**config.mk**
```make
export PLATFORM = sky130hd
export DESIGN_NAME = control_sequencer
export DESIGN_NICKNAME = d
export VERILOG_FILES = /design/src/rtl/control_sequencer.sv
export SDC_FILE = /design/constraint.sdc
export NUM_CORES = 1
export LEC_CHECK = 0
export ABC_CLOCK_PERIOD_IN_PS = 1800
export CAP_MARGIN = 25
export CORE_MARGIN = 2
export CORE_UTILIZATION = 36
export DETAILED_ROUTE_END_ITERATION = 12
export GPL_ROUTABILITY_DRIVEN = 0
export PLACE_DENSITY = 0.82
export REMOVE_ABC_BUFFERS = 1
export SLEW_MARGIN = 10
export SYNTH_ARGS = -nofsm -noshare
export SYNTH_HDL_FRONTEND = slang
export SYNTH_SLANG_ARGS = --single-unit
```
**constraint.sdc**
```tcl
create_clock -name clk -period 1.8 [get_ports clk]
set_input_delay 0.27 -clock clk [delete_from_list [all_inputs] [get_ports clk]]
set_output_delay 0.27 -clock clk [all_outputs]
set_load 0.005 [all_outputs]
```
**src/rtl/control_sequencer.sv**
```systemverilog
// ============================================================================
// control_sequencer
//
// Purpose:
//   Timing and control unit for the basic-computer datapath (AC/AR/DR/IR/PC/
//   RAM). It owns the sequence counter (SC) and the run flag. From the current
//   T state, the IR contents and the datapath flags it generates the micro-op
//   strobes, the common-bus source select and the RAM read/write requests for
//   each cycle.
//   Memory T states hold the sequence counter until the RAM reports
//   mem_ready. Load and increment strobes in a memory state fire only in the
//   completion cycle.
//
// Parameters:
//   ADDR_W : address field width (>= 8). The instruction is 1+3+ADDR_W bits:
//            {I, opcode[2:0], address / micro-op field B}.
//   SC_W   : sequence counter width. States T0..T6 must fit.
//
// Ports:
//   clk, rst            clock, synchronous active-high reset
//   ir                  IR contents
//   mem_ready           RAM finishes the current read/write this cycle
//   dr_zero, ac_zero    datapath zero flags
//   ac_neg              AC sign bit
//   start               one-cycle pulse that leaves the halted state
//   t_state             one-hot current T state (T0..T7)
//   halted              run flag is low
//   ld_ac .. inr_pc     micro-op strobes
//   ac_op               AC function, valid with ld_ac
//                       (0 AND, 1 ADD, 2 LOAD, 3 CMA, 4 CIR, 5 CIL)
//   sel                 bus source
//                       (0 none, 1 AR, 2 PC, 3 DR, 4 AC, 5 IR, 6 TR, 7 MEM)
//   mem_rd, mem_wr      RAM requests
//
// Optional feature (macro INTERRUPT_EN):
//   Adds the irq input, the ld_tr/clr_ar/clr_pc outputs, the interrupt
//   enable flag (ien) and the interrupt request flag (r). It also adds the
//   interrupt cycle RT0..RT2 and the ION/IOF instructions. Without the macro,
//   I=1/op=7 always decodes as HLT.
// ============================================================================
module control_sequencer #(
    parameter int ADDR_W = 8,
    parameter int SC_W   = 3
) (
    input  logic              clk,
    input  logic              rst,
    input  logic [ADDR_W+3:0] ir,
    input  logic              mem_ready,
    input  logic              dr_zero,
    input  logic              ac_zero,
    input  logic              ac_neg,
    input  logic              start,
`ifdef INTERRUPT_EN
    input  logic              irq,
`endif
    output logic [7:0]        t_state,
    output logic              halted,
    output logic              ld_ac,
    output logic              clr_ac,
    output logic              inr_ac,
    output logic              ld_ar,
    output logic              inr_ar,
    output logic              ld_dr,
    output logic              inr_dr,
    output logic              ld_ir,
    output logic              ld_pc,
    output logic              inr_pc,
    output logic [2:0]        ac_op,
    output logic [2:0]        sel,
`ifdef INTERRUPT_EN
    output logic              ld_tr,
    output logic              clr_ar,
    output logic              clr_pc,
`endif
    output logic              mem_rd,
    output logic              mem_wr
);

    localparam logic [SC_W-1:0] T0 = SC_W'(0);
    localparam logic [SC_W-1:0] T1 = SC_W'(1);
    localparam logic [SC_W-1:0] T2 = SC_W'(2);
    localparam logic [SC_W-1:0] T3 = SC_W'(3);
    localparam logic [SC_W-1:0] T4 = SC_W'(4);
    localparam logic [SC_W-1:0] T5 = SC_W'(5);
    localparam logic [SC_W-1:0] T6 = SC_W'(6);

    localparam logic [2:0] SEL_NONE = 3'd0;
    localparam logic [2:0] SEL_AR   = 3'd1;
    localparam logic [2:0] SEL_PC   = 3'd2;
    localparam logic [2:0] SEL_DR   = 3'd3;
    localparam logic [2:0] SEL_AC   = 3'd4;
    localparam logic [2:0] SEL_IR   = 3'd5;
    localparam logic [2:0] SEL_MEM  = 3'd7;

    localparam logic [2:0] OP_CMA = 3'd3;
    localparam logic [2:0] OP_CIR = 3'd4;
    localparam logic [2:0] OP_CIL = 3'd5;

    typedef enum logic {
        RUN_STATE  = 1'b0,
        HALT_STATE = 1'b1
    } run_t;

    run_t            run_q;
    logic [SC_W-1:0] sc_q;

    logic              i_bit;
    logic [2:0]        opcode;
    logic [ADDR_W-1:0] fld_b;

    logic sc_adv;
    logic sc_clr;
    logic do_halt;
    logic intr_cycle;

`ifdef INTERRUPT_EN
    localparam logic [2:0] SEL_TR = 3'd6;

    logic ien_q;
    logic r_q;
    logic ien_set;
    logic ien_clr;
    logic r_set;
    logic r_clr;
`endif

    // Instruction fields. Decode is taken straight from ir. This is only
    // meaningful from T2 onward, once IR has been loaded by the fetch.
    assign i_bit  = ir[ADDR_W+3];
    assign opcode = ir[ADDR_W+2:ADDR_W];
    assign fld_b  = ir[ADDR_W-1:0];

    assign halted  = (run_q == HALT_STATE);
    assign t_state = 8'h01 << sc_q;

    // The interrupt cycle reuses SC values 0..2. The request flag r is set
    // only during T3..T6 and is cleared at RT2, so r together with a low SC
    // identifies RT0..RT2 without a separate mode bit.
`ifdef INTERRUPT_EN
    assign intr_cycle = r_q && (sc_q <= T2);
`else
    assign intr_cycle = 1'b0;
`endif

    // Control decode. The strobes cannot be registered, because a memory
    // state must react to mem_ready in the same cycle. They are therefore
    // decoded from the registered SC and run flag plus the live inputs.
    // sc_adv and sc_clr both low means the SC holds (memory stall).
    always_comb begin
        ld_ac   = 1'b0;
        clr_ac  = 1'b0;
        inr_ac  = 1'b0;
        ld_ar   = 1'b0;
        inr_ar  = 1'b0;
        ld_dr   = 1'b0;
        inr_dr  = 1'b0;
        ld_ir   = 1'b0;
        ld_pc   = 1'b0;
        inr_pc  = 1'b0;
        ac_op   = 3'd0;
        sel     = SEL_NONE;
        mem_rd  = 1'b0;
        mem_wr  = 1'b0;
        sc_adv  = 1'b0;
        sc_clr  = 1'b0;
        do_halt = 1'b0;
`ifdef INTERRUPT_EN
        ld_tr   = 1'b0;
        clr_ar  = 1'b0;
        clr_pc  = 1'b0;
        ien_set = 1'b0;
        ien_clr = 1'b0;
        r_clr   = 1'b0;
`endif
        if (run_q == RUN_STATE) begin
            if (intr_cycle) begin
`ifdef INTERRUPT_EN
                case (sc_q)
                    T0: begin
                        clr_ar = 1'b1;
                        sel    = SEL_PC;
                        ld_tr  = 1'b1;
                        sc_adv = 1'b1;
                    end
                    T1: begin
                        mem_wr = 1'b1;
                        sel    = SEL_TR;
                        if (mem_ready) begin
                            clr_pc = 1'b1;
                            sc_adv = 1'b1;
                        end
                    end
                    default: begin
                        inr_pc  = 1'b1;
                        ien_clr = 1'b1;
                        r_clr   = 1'b1;
                        sc_clr  = 1'b1;
                    end
                endcase
`endif
            end else begin
                case (sc_q)
                    T0: begin
                        sel    = SEL_PC;
                        ld_ar  = 1'b1;
                        sc_adv = 1'b1;
                    end
                    T1: begin
                        mem_rd = 1'b1;
                        sel    = SEL_MEM;
                        if (mem_ready) begin
                            ld_ir  = 1'b1;
                            inr_pc = 1'b1;
                            sc_adv = 1'b1;
                        end
                    end
                    T2: begin
                        sel    = SEL_IR;
                        ld_ar  = 1'b1;
                        sc_adv = 1'b1;
                    end
                    T3: begin
                        if (opcode == 3'd7 && !i_bit) begin
                            // Register reference: only one AC action is
                            // honoured. All selected skip tests OR together.
                            if (fld_b[3]) begin
                                clr_ac = 1'b1;
                            end else if (fld_b[2]) begin
                                ld_ac = 1'b1;
                                ac_op = OP_CMA;
                            end else if (fld_b[1]) begin
                                ld_ac = 1'b1;
                                ac_op = OP_CIR;
                            end else if (fld_b[0]) begin
                                ld_ac = 1'b1;
                                ac_op = OP_CIL;
                            end else if (fld_b[4]) begin
                                inr_ac = 1'b1;
                            end
                            inr_pc = (fld_b[5] & ~ac_neg) | (fld_b[6] & ac_neg) |
                                     (fld_b[7] & ac_zero);
                            sc_clr = 1'b1;
                        end else if (opcode == 3'd7) begin
`ifdef INTERRUPT_EN
                            if (fld_b[7]) begin
                                ien_set = 1'b1;
                            end else if (fld_b[6]) begin
                                ien_clr = 1'b1;
                            end else if (fld_b == '0) begin
                                do_halt = 1'b1;
                            end
`else
                            do_halt = 1'b1;
`endif
                            sc_clr = 1'b1;
                        end else if (i_bit) begin
                            // Indirect: fetch the effective address into AR.
                            mem_rd = 1'b1;
                            sel    = SEL_MEM;
                            if (mem_ready) begin
                                ld_ar  = 1'b1;
                                sc_adv = 1'b1;
                            end
                        end else begin
                            sc_adv = 1'b1;
                        end
                    end
                    T4: begin
                        case (opcode)
                            3'd0, 3'd1, 3'd2, 3'd6: begin
                                mem_rd = 1'b1;
                                sel    = SEL_MEM;
                                if (mem_ready) begin
                                    ld_dr  = 1'b1;
                                    sc_adv = 1'b1;
                                end
                            end
                            3'd3: begin
                                mem_wr = 1'b1;
                                sel    = SEL_AC;
                                if (mem_ready) begin
                                    sc_clr = 1'b1;
                                end
                            end
                            3'd4: begin
                                sel    = SEL_AR;
                                ld_pc  = 1'b1;
                                sc_clr = 1'b1;
                            end
                            3'd5: begin
                                // BSA stores the return address at M[AR],
                                // then steps AR to the subroutine body.
                                mem_wr = 1'b1;
                                sel    = SEL_PC;
                                if (mem_ready) begin
                                    inr_ar = 1'b1;
                                    sc_adv = 1'b1;
                                end
                            end
                            default: sc_clr = 1'b1;
                        endcase
                    end
                    T5: begin
                        case (opcode)
                            3'd0, 3'd1, 3'd2: begin
                                ld_ac  = 1'b1;
                                ac_op  = opcode;
                                sc_clr = 1'b1;
                            end
                            3'd5: begin
                                sel    = SEL_AR;
                                ld_pc  = 1'b1;
                                sc_clr = 1'b1;
                            end
                            3'd6: begin
                                inr_dr = 1'b1;
                                sc_adv = 1'b1;
                            end
                            default: sc_clr = 1'b1;
                        endcase
                    end
                    T6: begin
                        if (opcode == 3'd6) begin
                            mem_wr = 1'b1;
                            sel    = SEL_DR;
                            if (mem_ready) begin
                                inr_pc = dr_zero;
                                sc_clr = 1'b1;
                            end
                        end else begin
                            sc_clr = 1'b1;
                        end
                    end
                    default: sc_clr = 1'b1;
                endcase
            end
        end
    end

`ifdef INTERRUPT_EN
    // An interrupt is latched at the end of any execute cycle (T3..T6),
    // stalled ones included, so it is seen at the next T0.
    assign r_set = ien_q && irq && !intr_cycle && (sc_q >= T3) && (sc_q <= T6);
`endif

    // Sequence counter and run flag. The reset branch comes first, so rst
    // wins over a simultaneous start. While halted, SC is pinned at 0.
    // start is only looked at in the halted state.
    always_ff @(posedge clk) begin
        if (rst) begin
            run_q <= HALT_STATE;
            sc_q  <= T0;
`ifdef INTERRUPT_EN
            ien_q <= 1'b0;
            r_q   <= 1'b0;
`endif
        end else if (run_q == HALT_STATE) begin
            sc_q <= T0;
            if (start) begin
                run_q <= RUN_STATE;
            end
        end else begin
            if (do_halt) begin
                run_q <= HALT_STATE;
            end
            if (sc_clr) begin
                sc_q <= T0;
            end else if (sc_adv) begin
                sc_q <= sc_q + SC_W'(1);
            end
`ifdef INTERRUPT_EN
            if (ien_clr) begin
                ien_q <= 1'b0;
            end else if (ien_set) begin
                ien_q <= 1'b1;
            end
            if (r_clr) begin
                r_q <= 1'b0;
            end else if (r_set) begin
                r_q <= 1'b1;
            end
`endif
        end
    end

endmodule
```
==> results of run 1 <==
routing by layer:
layer | wire length, µm | up-vias
met1 | 2340 | 748
li1 | - | 651
met3 | 740 | 53
met2 | 2860 | 163
met5 | 0 | -
met4 | 408 | 0
repair_timing:
item,CTS,global route
buffers inserted,14,1
hold buffers,0,0
gates cloned,0,0
endpoints found under the setup margin,29,25
resized for setup,162,25
pin swaps,23,14
power groups by stage:
stage	clock network (W)	logic (W)	registers, W
2_1_floorplan	0	0.0000629	0.0000980
3_3_place_gp	0	0.000195	0.0000955
3_5_place_dp	0	0.000203	0.0000957
4_1_cts	0.000129	0.000238	0.0000936
5_1_grt	0.000144	0.000289	0.0000938
6_report	0.000131	0.000279	0.0000942
layout by cell type, fill, tap and decap left out, types with 4 or more instances in the layout:
master / netlist / routed
sky130_fd_sc_hd__a21oi_1: 8 / 5
sky130_fd_sc_hd__buf_2: 1 / 17
sky130_fd_sc_hd__buf_4: 3 / 42
sky130_fd_sc_hd__buf_6: 2 / 21
sky130_fd_sc_hd__clkdlybuf4s50_1: 0 / 15
sky130_fd_sc_hd__dlygate4sd2_1: 0 / 5
sky130_fd_sc_hd__ha_4: 0 / 5
sky130_fd_sc_hd__inv_1: 10 / 6
sky130_fd_sc_hd__mux2i_1: 4 / 4
sky130_fd_sc_hd__nand2_1: 9 / 5
sky130_fd_sc_hd__nand3_1: 7 / 5
sky130_fd_sc_hd__nand4_1: 5 / 5
sky130_fd_sc_hd__nor2_1: 7 / 4
layout make-up:
type | instances | area (µm²)
Multi-Input combinational cell | 98 | 1050
Timing Repair Buffer | 105 | 878
Fill cell | 96 | 312
Sequential cell | 4 | 85.1
Inverter | 10 | 45.0
Tap cell | 30 | 37.5
Clock buffer | 3 | 22.5
flip-flops by register name (all words and copies together), names as in the netlist:
name	flops
sc_q	3
halted	1
stage by stage:
step,total power [W],instances
after floorplan,0.000161,112
after global placement,0.000291,232
after detailed placement,0.000298,232
after CTS,0.000461,249
after global routing,0.000526,250
final,0.000504,250
cells by family (layout without fill, tap and decap cells):
kind of cell    after synthesis  after routing  share of synthesized area
compound gates               33             33                      0.306
xor+xnor                      1              1                    0.00972
fa+ha+maj                     6              6                     0.0833
buf+inv                      17            118                      0.101
flops                         4              4                     0.0889
mux                           4              4                     0.0444
simple gates                 54             54                      0.367
worst paths after layout:
check                                       endpoint  cells past startpoint            startpoint  slack [ns]
worst max-delay path                           ld_ac                      8  sc_q[1]$_SDFFE_PP0P_       -0.44
worst min-delay path               halted$_SDFF_PP1_                      2                 start        0.59
worst max register to register  sc_q[0]$_SDFFE_PP0P_                      8  sc_q[0]$_SDFFE_PP0P_       -0.07
worst min register to register  sc_q[1]$_SDFFE_PP0P_                      3  sc_q[1]$_SDFFE_PP0P_        0.70
==> summary.md, run 1 <==
| Metric | Value |
|---|---|
| Worst hold slack | 0.594 ns |
| Largest cells by area after synthesis | sky130_fd_sc_hd__dfxtp_1, sky130_fd_sc_hd__ha_1, sky130_fd_sc_hd__a21oi_1, sky130_fd_sc_hd__mux2i_1, sky130_fd_sc_hd__inv_1 |
| Wire length of the first global-routing pass | 7860 µm |
| DR vias/cell | 6.46 |
| Setup repair after global routing missed its margin | true |
| Avg Cell Area, Syn | 7.57 µm² |
| Endpoint kind of the worst setup timing path | output pin |
| Sequential cell area fraction in the yosys report | 0.0889 |
| Post-synthesis cell area | 901 µm² |
| Leakage power figure | 0.954 nW |
| Number of global-route vias before repair | about 1500 |
| Count of final max-slew check failures | 0 |
| Area added between synthesis and finish | 135% |
| Routing usage on met1 | 0.437 |
| Post-synthesis cell count | 119 |
| Crit-path most repeated cell | sky130_fd_sc_hd__ha_4 |
| Gr busiest metal | met2 |
| Pin count of the biggest net entering global routing | 13 |
| Post-CTS clock slew at the launch and capture registers of the worst setup and hold paths | 0.04 ns |
| Total number of placement rows | 18 |
| Initial antenna violation count | 0 |
| Ant diodes | 0 |
| Detailed Routing Iterations Pass 1 | 5 |
| Total CTS buffers | 3 |
| Post-route worst setup slack | -0.438 ns |
| Switching share of total power | 0.404 |
| Switching pwr | between 0.0002 and 0.00025 W |
| Pwr dens | between 200 and 250 nW/µm² |
| Min-delay worst type | primary input to flop |
| Proportion of power drawn by flip-flops and latches | 0.187 |
| Design internal power | 0.000301 W |
| Count of clock tree sinks | 4 |
| Category of the worst setup path launch point | flop |
| Most frequently used cell type in the post-synthesis netlist | sky130_fd_sc_hd__inv_1 |
| Overall track demand over capacity in global routing | 0.385 |
| Final core utilization | 0.872 |
| FF+latch count, synth | 4 |
| Total DRC errors in the routed layout | 0 |
| Top cells by count, synth | sky130_fd_sc_hd__inv_1, sky130_fd_sc_hd__nand2_1, sky130_fd_sc_hd__a21oi_1 |
| Crit Path Category | flop to output pin |
| Half-perimeter wire length of the detailed placement result | slightly below 3000 µm |
| Clock root cell | sky130_fd_sc_hd__clkbuf_4 |
| Top Ports | 46 |
| Max IR drop VDD | approximately 0.47 mV |
| Die W | about 54 µm |
| Number of flops mapped to enable cells by yosys | 0 |
| Portion of total power attributed to combinational logic | 0.554 |
| Critical-path cell list | ha_4 -> ha_4 -> nand4_4 -> nor3_4 -> buf_4 -> o31ai_1 -> a21oi_1 -> buf_2 |
| Clock tree from TritonCTS | yes |
| Required time at the endpoint of the critical path | roughly 1.5 ns |
| CP Max Fanout | 4 |
| Worst-case setup slack after placement | -0.661 ns |
| Slew at the pin with the worst max-slew slack | 0.493 ns |
| Worst clock skew | around 0.011 ns |
| Chip Height | 54.0 µm |
| Final #Nets | 247 |
| Bufs on Longest Clock Path | 2 |
| Setup TNS | -4.73 ns |
| Overall overflow remaining after global route | 0 |
| Global-route track usage on met2 | 0.634 |
| Post-layout minimum cycle time | 2.24 ns |
| Effective utilization at floorplan | 0.370 |
| Dominant synthesized flop cell | sky130_fd_sc_hd__dfxtp_1 |
| Number of buffers and inverters on the critical path | 2 |
| Count of antenna-violating nets left after detailed routing | 0 |
| Final cell area excluding filler cells | 2120 µm² |
| Final routed wirelength across all metal layers | ~6300 µm |
| Number of vias in the routed layout | 1615 |
| Data arrival time at the worst-slack endpoint | 1.97 ns |
| Period utilization | 1.24 |
| Largest area contributor in the netlist | sky130_fd_sc_hd__dfxtp_1 |
| Relative slew slack | 0.669 |
| Slowest-stage cell, CP | sky130_fd_sc_hd__dfxtp_4 |
| Post-synth ARST share | 0 |
| Final setup violation count | 24 |
| Clock group share of total power | 0.259 |
| CTS HTree Levels | 1 |
| Failing checks | negative setup slack |
| Worst stage delay on the critical path | 0.38 ns |
| Yosys warnings | 0 |
| Max-capacitance violation count | 0 |
| Wirelength per Cell | 25.4 µm |
| Fraction of layout instances using a drive strength above 1 | 0.623 |
| Overall die area | 2920 µm² |
| Result of the run | finished with violations |
| Initial DRC Count | 86 |
| Fmax | 447 MHz |
| Category of cells accounting for the largest share of critical-path delay | simple AND/OR/NAND/NOR gates |
| Core region area | 2430 µm² |
| GRT met3 Usage | 0.103 |
| Area share of the largest cell type after synthesis | 0.0889 |
| Clock latency of the later-clocked register in the worst-skew pair | 0.26 ns |
| Count of buffers from port buffering | 45 |
| Post-detailed-placement cell area | 1670 µm² |
| Final Hold Violating Endpoints | 0 |
| Distinct cells, synth | 50 |
(Power assumes the default switching activity.)
==> run 2, diff against run 1 <==
ABC_CLOCK_PERIOD_IN_PS = default   (was 1800)
==> results of run 2 <==
The final DEF is identical to that of run 1; final timing and power are the same.
